## config.mk

```make
export PLATFORM = sky130hd
export DESIGN_NAME = mul_div_unit
export DESIGN_NICKNAME = d
export VERILOG_FILES = /design/src/rtl/mdu_pkg.sv /design/src/rtl/mdu_abs_neg.sv /design/src/rtl/mul_div_unit.sv
export SDC_FILE = /design/constraint.sdc
export NUM_CORES = 1
export LEC_CHECK = 0
export BUFFER_PORTS_ARGS = -buffer_cell sky130_fd_sc_hd__clkbuf_2
export CAP_MARGIN = 25
export CELL_PAD_IN_SITES_DETAIL_PLACEMENT = 0
export CELL_PAD_IN_SITES_GLOBAL_PLACEMENT = 2
export CORE_MARGIN = 2
export CORE_UTILIZATION = 40
export CTS_BUF_LIST = sky130_fd_sc_hd__clkbuf_2
export CTS_CLUSTER_SIZE = 24
export DETAILED_ROUTE_END_ITERATION = 8
export PLACE_DENSITY_LB_ADDON = 0.1
export SYNTH_ARGS = -nofsm -noshare
export SYNTH_HDL_FRONTEND = slang
export SYNTH_SLANG_ARGS = --single-unit
```

## constraint.sdc

```tcl
create_clock -name clk_i -period 9.45 [get_ports clk_i]
set_input_delay 1.4175 -clock clk_i [delete_from_list [all_inputs] [get_ports clk_i]]
set_output_delay 1.4175 -clock clk_i [all_outputs]
set_load 0.005 [all_outputs]
```

## src/rtl/mdu_pkg.sv

```systemverilog
// rtl/mdu_pkg.sv - shared types and constants for the multiply/divide unit
// Purpose : operation codes, FSM states and timing constants used by
//           mul_div_unit and by anything that must know its latency.
// Contents: MduWidth   default operand width
//           MduLatency start edge to HI/LO update edge, in cycles
//           mdu_op_e   3-bit operation code
//           state_e    IDLE/CALC/FIX control states
package mdu_pkg;

  localparam int MduWidth   = 32;
  localparam int MduLatency = MduWidth + 2;

  typedef enum logic [2:0] {
    OP_MULT  = 3'd0,
    OP_MULTU = 3'd1,
    OP_DIV   = 3'd2,
    OP_DIVU  = 3'd3,
    OP_MTHI  = 3'd4,
    OP_MTLO  = 3'd5
  } mdu_op_e;

  typedef enum logic [1:0] {
    IDLE = 2'd0,
    CALC = 2'd1,
    FIX  = 2'd2
  } state_e;

endpackage

```

## src/rtl/mdu_abs_neg.sv

```systemverilog
// rtl/mdu_abs_neg.sv - conditional two's-complement negation
// Purpose : y_o = neg_i ? -a_i : a_i, modulo 2^Width. Used both for taking
//           operand magnitudes and for restoring result signs.
// Ports   : a_i   [Width] value
//           neg_i         negate when high
//           y_o   [Width] result
module mdu_abs_neg #(
  parameter int Width = 32
) (
  input  logic [Width-1:0] a_i,
  input  logic             neg_i,
  output logic [Width-1:0] y_o
);

  assign y_o = neg_i ? (~a_i + {{(Width-1){1'b0}}, 1'b1}) : a_i;

endmodule

```

## src/rtl/mul_div_unit.sv

```systemverilog
// rtl/mul_div_unit.sv - radix-2 iterative multiply/divide unit with HI/LO
// Purpose : MULT/MULTU/DIV/DIVU one bit per cycle, MTHI/MTLO direct writes.
// Ports   : clk_i, rst_i (async, active-high)
//           start_i, op_i[3], a_i[Width], b_i[Width]  request (sampled when idle)
//           busy_o   op in flight, starts ignored
//           done_o   one-cycle pulse, HI/LO already hold the new result
//           hi_o, lo_o [Width]  HI/LO registers
import mdu_pkg::*;

module mul_div_unit #(
  parameter int Width = MduWidth
) (
  input  logic             clk_i,
  input  logic             rst_i,
  input  logic             start_i,
  input  logic [2:0]       op_i,
  input  logic [Width-1:0] a_i,
  input  logic [Width-1:0] b_i,
  output logic             busy_o,
  output logic             done_o,
  output logic [Width-1:0] hi_o,
  output logic [Width-1:0] lo_o
);

  localparam int              CntW    = $clog2(Width);
  localparam logic [CntW-1:0] CntLast = CntW'(Width - 1);

  state_e             r_state, w_state_nxt;
  logic [CntW-1:0]    r_cnt;
  logic [2*Width-1:0] r_acc;    // mult: {partial, multiplier}; div: {remainder, dividend/quotient}
  logic [Width-1:0]   r_opnd;   // multiplicand or divisor magnitude
  logic [Width-1:0]   r_hi, r_lo;
  logic               r_is_div, r_neg_a, r_neg_b, r_div0;
  logic               r_wr;     // result write stage: HI/LO load on the edge after FIX
  logic               r_done;

  logic               w_is_md, w_is_signed, w_is_div;
  logic               w_idle, w_accept;
  logic [Width-1:0]   w_abs_a, w_abs_b, w_quo, w_rem;
  logic [2*Width-1:0] w_prod, w_mul_next, w_div_next, w_acc_fix;
  logic [Width:0]     w_mul_sum, w_div_t, w_div_d;
  logic               w_div_ge;

  always_comb begin
    w_is_md     = 1'b0;
    w_is_signed = 1'b0;
    w_is_div    = 1'b0;
    case (op_i)
      OP_MULT:  begin w_is_md = 1'b1; w_is_signed = 1'b1; end
      OP_MULTU: begin w_is_md = 1'b1; end
      OP_DIV:   begin w_is_md = 1'b1; w_is_signed = 1'b1; w_is_div = 1'b1; end
      OP_DIVU:  begin w_is_md = 1'b1; w_is_div = 1'b1; end
      default:  ;
    endcase
  end

  // The write stage keeps busy_o high until HI/LO are loaded.
  assign w_idle   = (r_state == IDLE) && !r_wr;
  assign w_accept = w_idle && start_i && w_is_md;

  mdu_abs_neg #(.Width(Width)) u_abs_a (
    .a_i(a_i), .neg_i(w_is_signed & a_i[Width-1]), .y_o(w_abs_a));
  mdu_abs_neg #(.Width(Width)) u_abs_b (
    .a_i(b_i), .neg_i(w_is_signed & b_i[Width-1]), .y_o(w_abs_b));

  // Shift-add: add multiplicand into upper half when multiplier LSB set, shift right.
  assign w_mul_sum  = {1'b0, r_acc[2*Width-1:Width]} + {1'b0, (r_acc[0] ? r_opnd : {Width{1'b0}})};
  assign w_mul_next = {w_mul_sum, r_acc[Width-1:1]};

  // Restoring division; remainder < divisor keeps the trial difference within Width bits.
  assign w_div_t    = {r_acc[2*Width-1:Width], r_acc[Width-1]};
  assign w_div_d    = w_div_t - {1'b0, r_opnd};
  assign w_div_ge   = ~w_div_d[Width];
  assign w_div_next = {(w_div_ge ? w_div_d[Width-1:0] : w_div_t[Width-1:0]),
                       r_acc[Width-2:0], w_div_ge};

  mdu_abs_neg #(.Width(2*Width)) u_fix_prod (
    .a_i(r_acc), .neg_i(~r_is_div & (r_neg_a ^ r_neg_b)), .y_o(w_prod));
  mdu_abs_neg #(.Width(Width)) u_fix_quo (
    .a_i(r_acc[Width-1:0]), .neg_i(r_neg_a ^ r_neg_b), .y_o(w_quo));
  mdu_abs_neg #(.Width(Width)) u_fix_rem (
    .a_i(r_acc[2*Width-1:Width]), .neg_i(r_neg_a), .y_o(w_rem));

  // Divide by zero: remainder already equals the dividend; force quotient to all ones.
  always_comb begin
    w_acc_fix = w_prod;
    if (r_is_div) begin
      w_acc_fix = {w_rem, (r_div0 ? {Width{1'b1}} : w_quo)};
    end
  end

  always_ff @(posedge clk_i or posedge rst_i) begin
    if (rst_i) begin
      r_state <= IDLE;
    end else begin
      r_state <= w_state_nxt;
    end
  end

  always_comb begin
    w_state_nxt = r_state;
    case (r_state)
      IDLE:    if (w_accept) w_state_nxt = CALC;
      CALC:    if (r_cnt == CntLast) w_state_nxt = FIX;
      FIX:     w_state_nxt = IDLE;
      default: w_state_nxt = IDLE;
    endcase
  end

  always_ff @(posedge clk_i or posedge rst_i) begin
    if (rst_i) begin
      r_cnt    <= '0;
      r_acc    <= '0;
      r_opnd   <= '0;
      r_hi     <= '0;
      r_lo     <= '0;
      r_is_div <= 1'b0;
      r_neg_a  <= 1'b0;
      r_neg_b  <= 1'b0;
      r_div0   <= 1'b0;
      r_wr     <= 1'b0;
      r_done   <= 1'b0;
    end else begin
      r_wr   <= 1'b0;
      r_done <= 1'b0;
      case (r_state)
        IDLE: begin
          if (w_accept) begin
            r_cnt    <= '0;
            r_is_div <= w_is_div;
            r_neg_a  <= w_is_signed & a_i[Width-1];
            r_neg_b  <= w_is_signed & b_i[Width-1];
            r_div0   <= w_is_div && (b_i == '0);
            r_acc    <= {{Width{1'b0}}, (w_is_div ? w_abs_a : w_abs_b)};
            r_opnd   <= w_is_div ? w_abs_b : w_abs_a;
          end else if (w_idle && start_i && (op_i == OP_MTHI)) begin
            r_hi <= a_i;
          end else if (w_idle && start_i && (op_i == OP_MTLO)) begin
            r_lo <= a_i;
          end
        end
        CALC: begin
          r_acc <= r_is_div ? w_div_next : w_mul_next;
          r_cnt <= r_cnt + CntW'(1);
        end
        FIX: begin
          r_acc <= w_acc_fix;
          r_wr  <= 1'b1;
        end
        default: ;
      endcase
      if (r_wr) begin
        r_hi   <= r_acc[2*Width-1:Width];
        r_lo   <= r_acc[Width-1:0];
        r_done <= 1'b1;
      end
    end
  end

  assign busy_o = (r_state != IDLE) || r_wr;
  assign done_o = r_done;
  assign hi_o   = r_hi;
  assign lo_o   = r_lo;

endmodule

```

Word-level counts from Yosys, hierarchy flattened
Index checks and enable logic that the tools add are counted.

cells by class
  $add $sub $neg = 8
  eq/ne operators = 15
  multiplexer cells = 33
  bitwise gates (word level) = 11
  reductions and logical operators = 27

operator list
  cell                     count
  $mux W32                 18
  $mux W64                 4
  $pmux W64 S3             1
  $add A32 B1 Y32 const B  4
  $not A32 Y32             4
  $add A64 B1 Y64 const B  1
  $not A64 Y64             1
  $add A32 B32 Y33         1
  $sub A33 B32 Y33         1
  $logic_not A32 Y1        1
  $reduce_and A4 Y1        3
  $pmux W5 S2              1
  $reduce_bool A2 Y1       5
  $ne A2 B2 Y1 const B     4
  $eq A3 B2 Y1 const B     2
  $eq A3 B3 Y1 const B     2
  $logic_and A1 B1 Y1      6
  $reduce_and A2 Y1        3
  $add A5 B1 Y5 const B    1
  $eq A5 B5 Y1 const B     1
  $mux W1                  5
  $mux W5                  1
  $mux W2                  2
  $ne A4 B3 Y1 const B     1
  other kinds (17)         21

word-level totals
  register bits after elaboration = 173
  input bits = 70
  logic and storage cells = 107

Depth between registers and ports, before layout
Gate-level depths: netlist (run 1).

  depth after elaboration = 9
  depth in mapped cells = 15
  mapped depth without buffers = 13

Hierarchy
Synthesis (run 1) repeated with hierarchy kept, for this count alone.

second synthesis, totals
  cells, all modules = 2305
  area total of the unflattened synthesis = 18453.9 um^2

by module, submodules not included
  module                      times used  cells an instance  area an instance (um^2)
  mul_div_unit                1           1712               13815.8
  mdu_abs_neg at u_abs_a ...  4           99                 777.0
  mdu_abs_neg at u_fix_prod   1           197                1530.2

Worst setup path before layout (run 1)
Ideal clock, no wire load.

  kind = in2reg
  start = input port a_i[9]
  end = register r_acc[24]
  library setup time = 0.077 ns
  arrival time = 3.680 ns
  required time = 9.373 ns
  slack = 5.693 ns
  stages on the path = 10
  path buffers = 0
  cells stage by stage = or4_1 -> or3_1 -> nor4_1 -> and2_1 -> a21oi_1 -> xor2_1 -> nor2_1 -> a211oi_1 -> a21oi_1 -> o21ai_1

between the ends
  cells in the longest elaborated chain, start to end = 6

ends and longest elaborated chain
  what                    RTL line             RTL
  start: declaration      mul_div_unit.sv:17   input logic [Width-1:0] a_i,
  $not A32 Y32            mdu_abs_neg.sv:15    assign y_o = neg_i ? (~a_i + {{(Width-1){1'b0}}, 1'b1}) : a_i;
  $add A32 B1 Y32         mdu_abs_neg.sv:15
  $mux W32                mdu_abs_neg.sv:15
  $mux W32                mul_div_unit.sv:134  r_acc <= {{Width{1'b0}}, (w_is_div ? w_abs_a : w_abs_b)};
  $mux W64                mul_div_unit.sv:128  if (w_accept) begin
  $pmux W64 S3            mul_div_unit.sv:126  case (r_state)
  end signal: assignment  mul_div_unit.sv:134
  end signal: assignment  mul_div_unit.sv:143  r_acc <= r_is_div ? w_div_next : w_mul_next;
  end signal: assignment  mul_div_unit.sv:147  r_acc <= w_acc_fix;
  end: declaration        mul_div_unit.sv:30   logic [2*Width-1:0] r_acc;

No other way between the ends. The select of a mux whose other input is x is not followed.
A chain may end at the register's enable or synchronous reset.

Worst setup path after layout (run 1)
  start = register r_acc[0]
  end = register r_acc[63]

between the ends
  cells in the longest elaborated chain, start to end = 5
  elaborated cells on any way between the ends = 8

ends and longest elaborated chain
  what              RTL line             RTL
  $not A64 Y64      mdu_abs_neg.sv:15
  $add A64 B1 Y64   mdu_abs_neg.sv:15
  $mux W64          mdu_abs_neg.sv:15
  $mux W64          mul_div_unit.sv:87   if (r_is_div) begin
  $pmux W64 S3 (*)  mul_div_unit.sv:126

Every way passes the cells marked *; elsewhere a longest branch is shown, timed or not. The select of a mux whose other input is x is not followed.

==> metrics.yaml, run 1 <==
route:
  drt_iter0_markers: 1286
  viasPerCell: 5.91
  drt.antenna.violating_nets: 0
  drc: 0
  routed_wl_um: 57600
  firstDrtPassIters: 6
  drt-wirelength-per-cell_um: 22.5
  via_count: 15100
clock_network:
  cts.clk_slew.worst_paths_ns: 0.33
  clock_latency_ns: 0.94
  cts_tree: "yes"
  post_cts_resized: 0
  root_buffer: "clkbuf_2"
  cts_setup_buffers: 0
  clockBufferDepth: 2
  cts-buffers-inserted: 17
  cts.sink_count: 173
  holdBufCountCts: 0
  cts_htree_levels: 4
logic_synthesis:
  synth_warnings: 0
  synth-seq-cells: 173
  syn_area_um2: 15400
  async_flop_share: 1.00
  postSynthAreaPerCell_um2: 7.67
  synth-edff-count: 0
  synth_most_common_cell: "o21ai_0"
  syn-num-nets: 2149
  ys_top_cells_by_count: "o21ai_0 (258), nand2_1 (240), nor2_1 (179)"
  yosysTopAreaCell: "dfrtp_1"
  synthFlopType: "dfrtp_1"
  synth.yosys.seq_area_share: 0.282
  yosys-top-cells-area: "dfrtp_1 (28%), o21ai_0 (8.4%), mux2i_1 (6.7%)"
  synthCells: 2003
  yosysUniqueCellTypes: 85
  synth_top_area_share: 0.282
critical_path:
  cpPeakStageDelay_ns: 0.54
  cp.depth: 14
  cp_num_buf_inv: 2
  r2r_start: "r_acc[0]"
  reg2reg_slack_ns: 4.88
  cp_top_family: "compound AO/OA/AOI/OAI gates"
  startpoint_type: "flop"
  reg2reg_to: "r_acc[63]"
  slowest_stage: "dfrtp_1"
  crit_chain: "inv_1 -> buf_16 -> nor2_1 -> fa_1 -> a211oi_1 -> o21ai_1 -> a31oi_1 -> o21ba_2 -> o41ai_1 -> o31ai_2 -> o211ai_1 -> a2111oi_0 -> a211o_1 -> nand3_1"
  reg2reg_depth: 14
  crit_path_end_kind: "flop"
  crit_arrival_ns: 5.42
  critPathKind: "reg2reg"
  critPathMaxFanout: 20
  cp.required_ns: 10.31
placed_design:
  detailed_place_hpwl_um: 42800
  io_buffers: 135
  place.gp.congestion: 0.889
sta:
  relSlewSlack: 0.289
  setup_violations: 0
  fmax_mhz: 219
  tightest_slew_ns: 1.06
  hold_ws_ns: 0.518
  rsz0062_at_grt: "false"
  totalNegativeSetupSlack_ns: 0
  post-route-min-period_ns: 4.57
  hold_violations: 0
  drv_slew: 0
  period_share: 0.483
  finalClockSkew_ns: 0.0816
power_and_ir_drop:
  p_sw_mw: 2.07
  p_leak_nw: 7.38
  combPwrFrac: 0.562
  seqPwrFrac: 0.332
  ir_worst_vdd_mv: 0.110
  p_clk_frac: 0.106
  cellPowerDensity_nw_per_um2: 242
  intPower_mw: 1.95
  swShare: 0.514
floorplan:
  core-area_um2: 37800
  placementRows: 71
  start_util: 0.407
  die_x_um: 200
  io_pins: 136
  die_area_um2: 40000
  fp.dieH_um: 200
run_status:
  status: "completed"
hold_path:
  hold_path_class: "reg2reg"
  worstHoldEndpoint: "r_opnd[26]"
  holdCritStartpoint: "r_opnd[26]"
  whs_path_depth: 2
finish:
  drive_gt1_frac: 0.110
  nNetsFinal: 2183
  area_delta_synth_final_pct: 7.98
  fillers: 3899
job:
  drv_cap: 0
grt:
  grt_pass1_wl_um: 88100
  grt_overflow: 0
  grt_max_degree: 107
  grt_usage: 0.292
  antenna_found_initial: 2
  grt_pass1_vias: 14200
==> state kept, by name, summed over array words and instances (netlist names) <==
name	count
done_o	1
hi_o	32
lo_o	32
r_acc	64
r_cnt	5
r_div0	1
r_is_div	1
r_neg_a	1
r_neg_b	1
r_opnd	32
r_state	2
r_wr	1
==> layout make-up <==
cell class                      count  area (um^2)  share of cell area
Clock buffer                       18         90.1             0.00543
Inverter                           62          240              0.0145
Tap cell                          511          639              0.0386
Sequential cell                   173         4330               0.261
Timing Repair Buffer              156          870              0.0524
Clock inverter                     14          135             0.00815
Antenna cell                        1         2.50            0.000151
Multi-Input combinational cell   1627        10300               0.619
==> power by group through the flow <==
stage	Clock [mW]	Combinational [mW]	Sequential, mW
final	0.427	2.26	1.33
after global routing	0.463	2.51	1.38
after CTS	0.438	2.25	1.33
after detailed placement	0	2.23	1.34
after global placement	0	2.21	1.34
after floorplan	0	1.63	1.18
==> worst max path at each step <==
stage                         from         to  slack (ns)
after floorplan              rst_i     done_o        3.34
after global placement    r_acc[0]  r_acc[63]        4.70
after detailed placement  r_acc[0]  r_acc[63]        4.96
after CTS                 r_acc[0]  r_acc[63]        4.89
after global routing      r_acc[0]  r_acc[63]        4.43
final                     r_acc[0]  r_acc[63]        4.88
==> worst min-delay path: stages (launching register included) <==
cell,delay (ns)
dfrtp_1,0.41
nand2_1,0.04
o21ai_0,0.06
==> kinds of logic (layout without fill, tap and decap cells) <==
logic type	Yosys count	count (layout)	synth area share
AOI/OAI and AO/OA	676	676	0.263
DFF	173	173	0.282
buffers and inverters	203	250	0.0520
xor gates and xnor gates	143	143	0.0815
other	0	1	0
and+or+nand+nor	628	628	0.191
muxes	104	104	0.0679
adders and majority gates	76	76	0.0629
==> cell usage in the layout, fill, tap and decap left out, types with 24 or more instances in the layout <==
master	Yosys	routed
dfrtp_1	173	171
nand2_1	240	240
nor3_1	44	44
o211ai_1	45	45
o31ai_1	25	25
mux2i_1	103	103
inv_1	62	60
a21o_1	24	24
xnor2_1	80	80
ha_1	74	73
clkbuf_2	0	153
nor2_1	179	179
xor2_1	63	63
nand3_1	25	25
a21oi_1	171	171
o21ai_0	258	258
==> routing by layer <==
| layer | up-vias | track usage | wire [um] | share of wire |
|---|---|---|---|---|
| li1 | 7273 | - | - | - |
| met1 | 7319 | 0.435 | 27400 | 0.48 |
| met2 | 499 | 0.453 | 26100 | 0.45 |
| met3 | 46 | 0.0371 | 3450 | 0.060 |
| met4 | 0 | 0.0615 | 703 | 0.012 |
| met5 | - | 0 | 0 | 0 |
==> stage by stage <==
stage | instance area, um^2 | std cells | util | total power [mW] | setup WS, ns
2_1_floorplan | 15400 | 2003 | - | 2.81 | 3.34
3_3_place_gp | 16300 | 2526 | 0.432 | 3.55 | 4.70
3_5_place_dp | 16400 | 2529 | 0.433 | 3.58 | 4.96
4_1_cts | 16600 | 2561 | 0.439 | 4.01 | 4.89
5_1_grt | 16600 | 2562 | 0.439 | 4.35 | 4.43
6_report | 16600 | 2562 | 0.439 | 4.02 | 4.88
(Power assumes the default switching activity.)
==> inputs of run 2 (changes only) <==
--- a/config.mk
+++ b/config.mk
@@ -10,7 +10,7 @@
 export CELL_PAD_IN_SITES_DETAIL_PLACEMENT = 0
 export CELL_PAD_IN_SITES_GLOBAL_PLACEMENT = 2
 export CORE_MARGIN = 2
-export CORE_UTILIZATION = 40
+export CORE_UTILIZATION = 33
 export CTS_BUF_LIST = sky130_fd_sc_hd__clkbuf_2
 export CTS_CLUSTER_SIZE = 24
 export DETAILED_ROUTE_END_ITERATION = 8
==> constraint.sdc (replaced) <==
create_clock -name clk_i -period 3.7 [get_ports clk_i]
set_input_delay 0.555 -clock clk_i [delete_from_list [all_inputs] [get_ports clk_i]]
set_output_delay 0.555 -clock clk_i [all_outputs]
set_load 0.005 [all_outputs]
==> run 2 against run 1 <==
Routed wire length is 6.7% higher. Worst hold slack worse by 0.42 ns. Sequential share of layout area is 1.9 points lower. Fmax is 30% higher. Via count is 2.7% higher. Clock power grew to 2.5 times the previous value. Global-route usage is 3.6 points lower. Critical endpoint is now r_acc[58]. Utilization is 5.3 points lower. Sequential cell count stayed put.
==> metrics.yaml, run 2 (same netlist as run 1, synthesis figures left out) <==
critical_path:
  r2r_start: "r_acc[0]"
  reg2reg_depth: 15
  cp.required_ns: 4.53
  crit_end: "r_acc[58]"
  startpoint: "r_acc[0]"
  crit_arrival_ns: 4.34
  reg2reg_to: "r_acc[58]"
  reg2reg_slack_ns: 0.19
  critPathMaxFanout: 10
  critPathKind: "reg2reg"
  startpoint_type: "flop"
  crit_path_end_kind: "flop"
clock_network:
  cts.sink_count: 173
  root_buffer: "clkbuf_2"
  clock_latency_ns: 0.89
  cts.clk_slew.worst_paths_ns: 0.30
  cts_setup_buffers: 0
  cts_tree: "yes"
  cts_htree_levels: 4
  clockBufferDepth: 2
  cts-buffers-inserted: 17
finish:
  final_cell_mix: "o21ai_0 (258), nand2_1 (239), nor2_1 (178)"
  largest_register_ffs: 64
  nNetsFinal: 2316
  max_flop_register: "r_acc"
  register_area_um2: 4330
  drive_gt1_frac: 0.156
  multiInputGateArea_um2: 10300
  final_common_cell: "o21ai_0"
  fillers: 4910
  area_delta_synth_final_pct: 16.5
grt:
  antenna_found_initial: 1
  grt_usage: 0.256
  grt_overflow: 0
  grt_max_degree: 70
  grt_pass1_wl_um: 93400
  grt_pass1_vias: 14800
hold_path:
  hold_path_class: "in2reg"
route:
  firstDrtPassIters: 5
  routed_wl_um: 61500
  drc: 0
  drt.antenna.violating_nets: 0
  via_count: 15500
  drt_iter0_markers: 1198
  viasPerCell: 5.57
  drt-wirelength-per-cell_um: 22.0
sta:
  hold_violations: 0
  totalNegativeSetupSlack_ns: 0
  rsz0062_at_grt: "false"
  finalWorstSetupSlack_ns: 0.190
  setup_violations: 0
  tightest_slew_ns: 1.00
  relSlewSlack: 0.332
  post-route-min-period_ns: 3.51
  period_share: 0.949
  finalClockSkew_ns: 0.0583
  fmax_mhz: 285
  drv_slew: 0
floorplan:
  placementRows: 79
  fp.dieH_um: 220
  io_pins: 136
  die_area_um2: 48300
  die_x_um: 220
  start_util: 0.332
  core-area_um2: 46300
placed_design:
  post-place-ws_ns: 0.135
  place.gp.congestion: 0.885
  detailed_place_hpwl_um: 47200
  io_buffers: 135
power_and_ir_drop:
  combPwrFrac: 0.611
  p_leak_nw: 8.03
  ir_worst_vdd_mv: 0.258
  p_sw_mw: 5.41
  cellPowerDensity_nw_per_um2: 601
  swShare: 0.503
  p_clk_frac: 0.100
  intPower_mw: 5.35
  seqPwrFrac: 0.290
job:
  drv_cap: 0
run_status:
  status: "completed"
-- run 2: how the worst min path moves through the flow --
| stage | start | to | slack (ns) | depth (start not counted) |
|---|---|---|---|---|
| final | a_i[8] | hi_o[8] | 0.1 | 3 |
| after global placement | r_opnd[17] | r_opnd[17] | 0.46 | 2 |
| after CTS | a_i[6] | hi_o[6] | 0.007 | 3 |
| after detailed placement | lo_o[3] | lo_o[3] | 0.47 | 2 |
| after global routing | a_i[6] | hi_o[6] | 0.05 | 3 |
| after floorplan | r_wr | done_o | 0.35 | 0 |
-- run 2: worst max-delay path, stage by stage (launching register included) --
cell      delay (ns)
dfrtp_1         0.47
inv_2           0.12
buf_12          0.14
buf_4           0.16
nor2_1          0.06
ha_1            0.29
a21o_1          0.20
a21o_1          0.17
a211o_1         0.29
nor2b_1         0.13
nor3b_1         0.38
o21ai_0         0.20
a21oi_1         0.36
o21ai_0         0.19
xnor2_1         0.15
o211ai_1        0.15
-- run 2: metrics by stage --
step | instances | total power, mW | util | area, um^2 | hold slack [ns]
finish | 2792 | 10.8 | 0.387 | 17900 | 0.0990
global route | 2792 | 11.7 | 0.387 | 17900 | 0.0478
CTS | 2790 | 10.7 | 0.385 | 17800 | 0.00714
detailed placement | 2726 | 9.59 | 0.373 | 17300 | 0.473
global placement | 2726 | 9.57 | 0.373 | 17300 | 0.463
floorplan | 2003 | 7.18 | - | 15400 | 0.352
-- run 2: per-layer routing --
layer | up-vias | routed length [um] | global-route usage
met2 | 407 | 27400 | 0.394
li1 | 7541 | - | -
met5 | - | 0 | 0
met3 | 55 | 2600 | 0.0282
met1 | 7540 | 30100 | 0.376
met4 | 0 | 1370 | 0.0740
-- run 2: power groups by stage --
stage	logic, mW	clock network (mW)	registers, mW
floorplan	4.16	0	3.02
global placement	6.44	0	3.14
detailed placement	6.43	0	3.16
CTS	6.50	1.13	3.12
global route	7.29	1.18	3.20
finish	6.57	1.07	3.12
-- run 2: cell type report --
class                           count  share of cell area
Multi-Input combinational cell   1627               0.578
Sequential cell                   173               0.242
Timing Repair Buffer              289               0.111
Tap cell                          607              0.0425
Inverter                           62              0.0132
Clock inverter                     14             0.00734
Clock buffer                       18             0.00504
Antenna cell                        2            0.000280
-- run 2: repair_timing --
action,in CTS,in global routing
resized for setup,0,19
hold buffers,32,0
endpoints found under the setup margin,0,13
endpoints found under the hold margin,64,0
==> inputs of run 3 (changes only) <==
--- a/config.mk
+++ b/config.mk
@@ -5,15 +5,15 @@
 export SDC_FILE = /design/constraint.sdc
 export NUM_CORES = 1
 export LEC_CHECK = 0
-export BUFFER_PORTS_ARGS = -buffer_cell sky130_fd_sc_hd__clkbuf_2
 export CAP_MARGIN = 25
 export CELL_PAD_IN_SITES_DETAIL_PLACEMENT = 0
 export CELL_PAD_IN_SITES_GLOBAL_PLACEMENT = 2
 export CORE_MARGIN = 2
-export CORE_UTILIZATION = 33
+export CORE_UTILIZATION = 36
 export CTS_BUF_LIST = sky130_fd_sc_hd__clkbuf_2
 export CTS_CLUSTER_SIZE = 24
 export DETAILED_ROUTE_END_ITERATION = 8
+export DONT_BUFFER_PORTS = 1
 export PLACE_DENSITY_LB_ADDON = 0.1
 export SYNTH_ARGS = -nofsm -noshare
 export SYNTH_HDL_FRONTEND = slang
==> run 3 against run 2 <==
Global-route usage is 1.8 points higher. Worst setup slack better by 0.029 ns. Utilization is 2.9 points higher. Clock power is 5% higher. Die area is 8.2% lower. Highest routed layer is now met5.
==> metrics.yaml, run 3 (same netlist as run 1, synthesis figures left out) <==
run_status:
  status: "completed"
route:
  drc: 0
  drt_iter0_markers: 1160
  routed_wl_um: 60900
  viasPerCell: 5.82
  via_count: 15300
  firstDrtPassIters: 7
  drt.antenna.violating_nets: 0
  drt-wirelength-per-cell_um: 23.2
critical_path:
  cp_top_family: "simple AND/OR/NAND/NOR gates"
  cp.required_ns: 4.58
  critPathMaxFanout: 6
  crit_chain: "inv_1 -> buf_4 -> ha_1 -> nor3b_1 -> and4b_1 -> a41o_2 -> nand2_4 -> or3_4 -> or3_1 -> or2_4 -> o21ai_1 -> a21oi_1 -> o211ai_1"
  slowest_stage: "or3_1"
  startpoint_type: "flop"
  crit_arrival_ns: 4.36
  cp_num_buf_inv: 2
  cpPeakStageDelay_ns: 0.51
  crit_path_end_kind: "flop"
  critPathKind: "reg2reg"
floorplan:
  die_x_um: 211
  start_util: 0.365
  placementRows: 75
  io_pins: 136
  fp.dieH_um: 211
  die_area_um2: 44300
  core-area_um2: 42000
sta:
  hold_violations: 0
  period_share: 0.941
  finalClockSkew_ns: 0.0599
  fmax_mhz: 287
  post-route-min-period_ns: 3.48
  finalWorstSetupSlack_ns: 0.219
  rsz0062_at_grt: "false"
  totalNegativeSetupSlack_ns: 0
  setup_violations: 0
  drv_slew: 0
  tightest_slew_ns: 0.987
  relSlewSlack: 0.342
power_and_ir_drop:
  combPwrFrac: 0.586
  swShare: 0.504
  p_sw_mw: 5.29
  p_leak_nw: 7.62
  cellPowerDensity_nw_per_um2: 600
  seqPwrFrac: 0.308
  ir_worst_vdd_mv: 0.318
  intPower_mw: 5.20
  p_clk_frac: 0.107
finish:
  fillers: 4405
  drive_gt1_frac: 0.0909
  register_area_um2: 4330
  nNetsFinal: 2213
  final_cells: 2624
  max_flop_register: "r_acc"
  final_area_um2: 17500
  multiInputGateArea_um2: 10300
  final_common_cell: "o21ai_0"
  fin_util: 0.416
  largest_register_ffs: 64
  final_cell_mix: "o21ai_0 (257), nand2_1 (240), nor2_1 (179)"
  area_delta_synth_final_pct: 13.8
placed_design:
  io_buffers: 0
  place.gp.congestion: 0.889
  placed_cell_area_um2: 16400
  dp_cells: 2508
  post-place-ws_ns: 0.0698
  detailed_place_hpwl_um: 44200
grt:
  grt_max_degree: 139
  grt_pass1_wl_um: 92300
  grt_pass1_vias: 14700
  grt_overflow: 0
  antenna_found_initial: 3
  grt_usage: 0.274
job:
  drv_cap: 0
clock_network:
  cts_htree_levels: 4
  clock_latency_ns: 0.95
  root_buffer: "clkbuf_2"
  clockBufferDepth: 2
  cts_tree: "yes"
  cts.sink_count: 173
  cts-buffers-inserted: 17
  cts.clk_slew.worst_paths_ns: 0.30
hold_path:
  hold_path_class: "in2reg"
run 3: power groups by stage:
stage          clock [mW]  combinational, mW  sequential, mW
2_1_floorplan           0               4.16            3.02
3_3_place_gp            0               5.89            3.26
3_5_place_dp            0               5.91            3.27
4_1_cts              1.17               6.05            3.23
5_1_grt              1.22               6.79            3.32
6_report             1.12               6.14            3.23
run 3: final timing paths:
| check | from | to | slack, ns | cells past startpoint |
|---|---|---|---|---|
| max | r_acc[0] | r_acc[58] | 0.22 | 13 |
| min | op_i[1] | r_opnd[24] | 0.07 | 4 |
| max reg2reg | r_acc[0] | r_acc[58] | 0.22 | 13 |
| min reg2reg | r_opnd[15] | r_opnd[15] | 0.52 | 2 |
| max in group asynchronous | rst_i | r_wr | 2.66 | 3 |
| min in group asynchronous | rst_i | r_acc[5] | 0.22 | 3 |
run 3: stage by stage:
step / power [mW] / hold slack, ns
finish: 10.5 / 0.0724
global route: 11.3 / 0.0382
CTS: 10.5 / 0.0000885
detailed placement: 9.17 / 0.471
global placement: 9.15 / 0.464
floorplan: 7.18 / 0.352
run 3: cell type report:
type,instances,area share
Sequential cell,173,0.248
Multi-Input combinational cell,1627,0.590
Antenna cell,5,0.000716
Clock inverter,15,0.00845
Inverter,62,0.0135
Clock buffer,17,0.00487
Timing Repair Buffer,186,0.0961
Tap cell,539,0.0386
run 3: timing repair:
item | in CTS | in global routing
hold buffers | 74 | 0
setup endpoints to repair | 0 | 8
setup buffers | 0 | 4
resized for setup | 0 | 10
endpoints found under the hold margin | 295 | 0
run 3: worst register-to-register path, cell delays in order (launching register included):
cell and delay, ns:
dfrtp_1 0.47, inv_1 0.15, buf_4 0.14, ha_1 0.21
nor3b_1 0.25, and4b_1 0.30, a41o_2 0.32, nand2_4 0.11
or3_4 0.35, or3_1 0.51, or2_4 0.31, o21ai_1 0.12
a21oi_1 0.11, o211ai_1 0.09
run 3: layer usage:
layer / track usage / routed length [um] / share of wire / vias up
li1: - / - / - / 7342
met3: 0.0515 / 3850 / 0.063 / 53
met4: 0.0617 / 795 / 0.013 / 2
met2: 0.429 / 27400 / 0.45 / 462
met1: 0.390 / 28800 / 0.47 / 7400
met5: 0 / 13 / 0.00021 / -
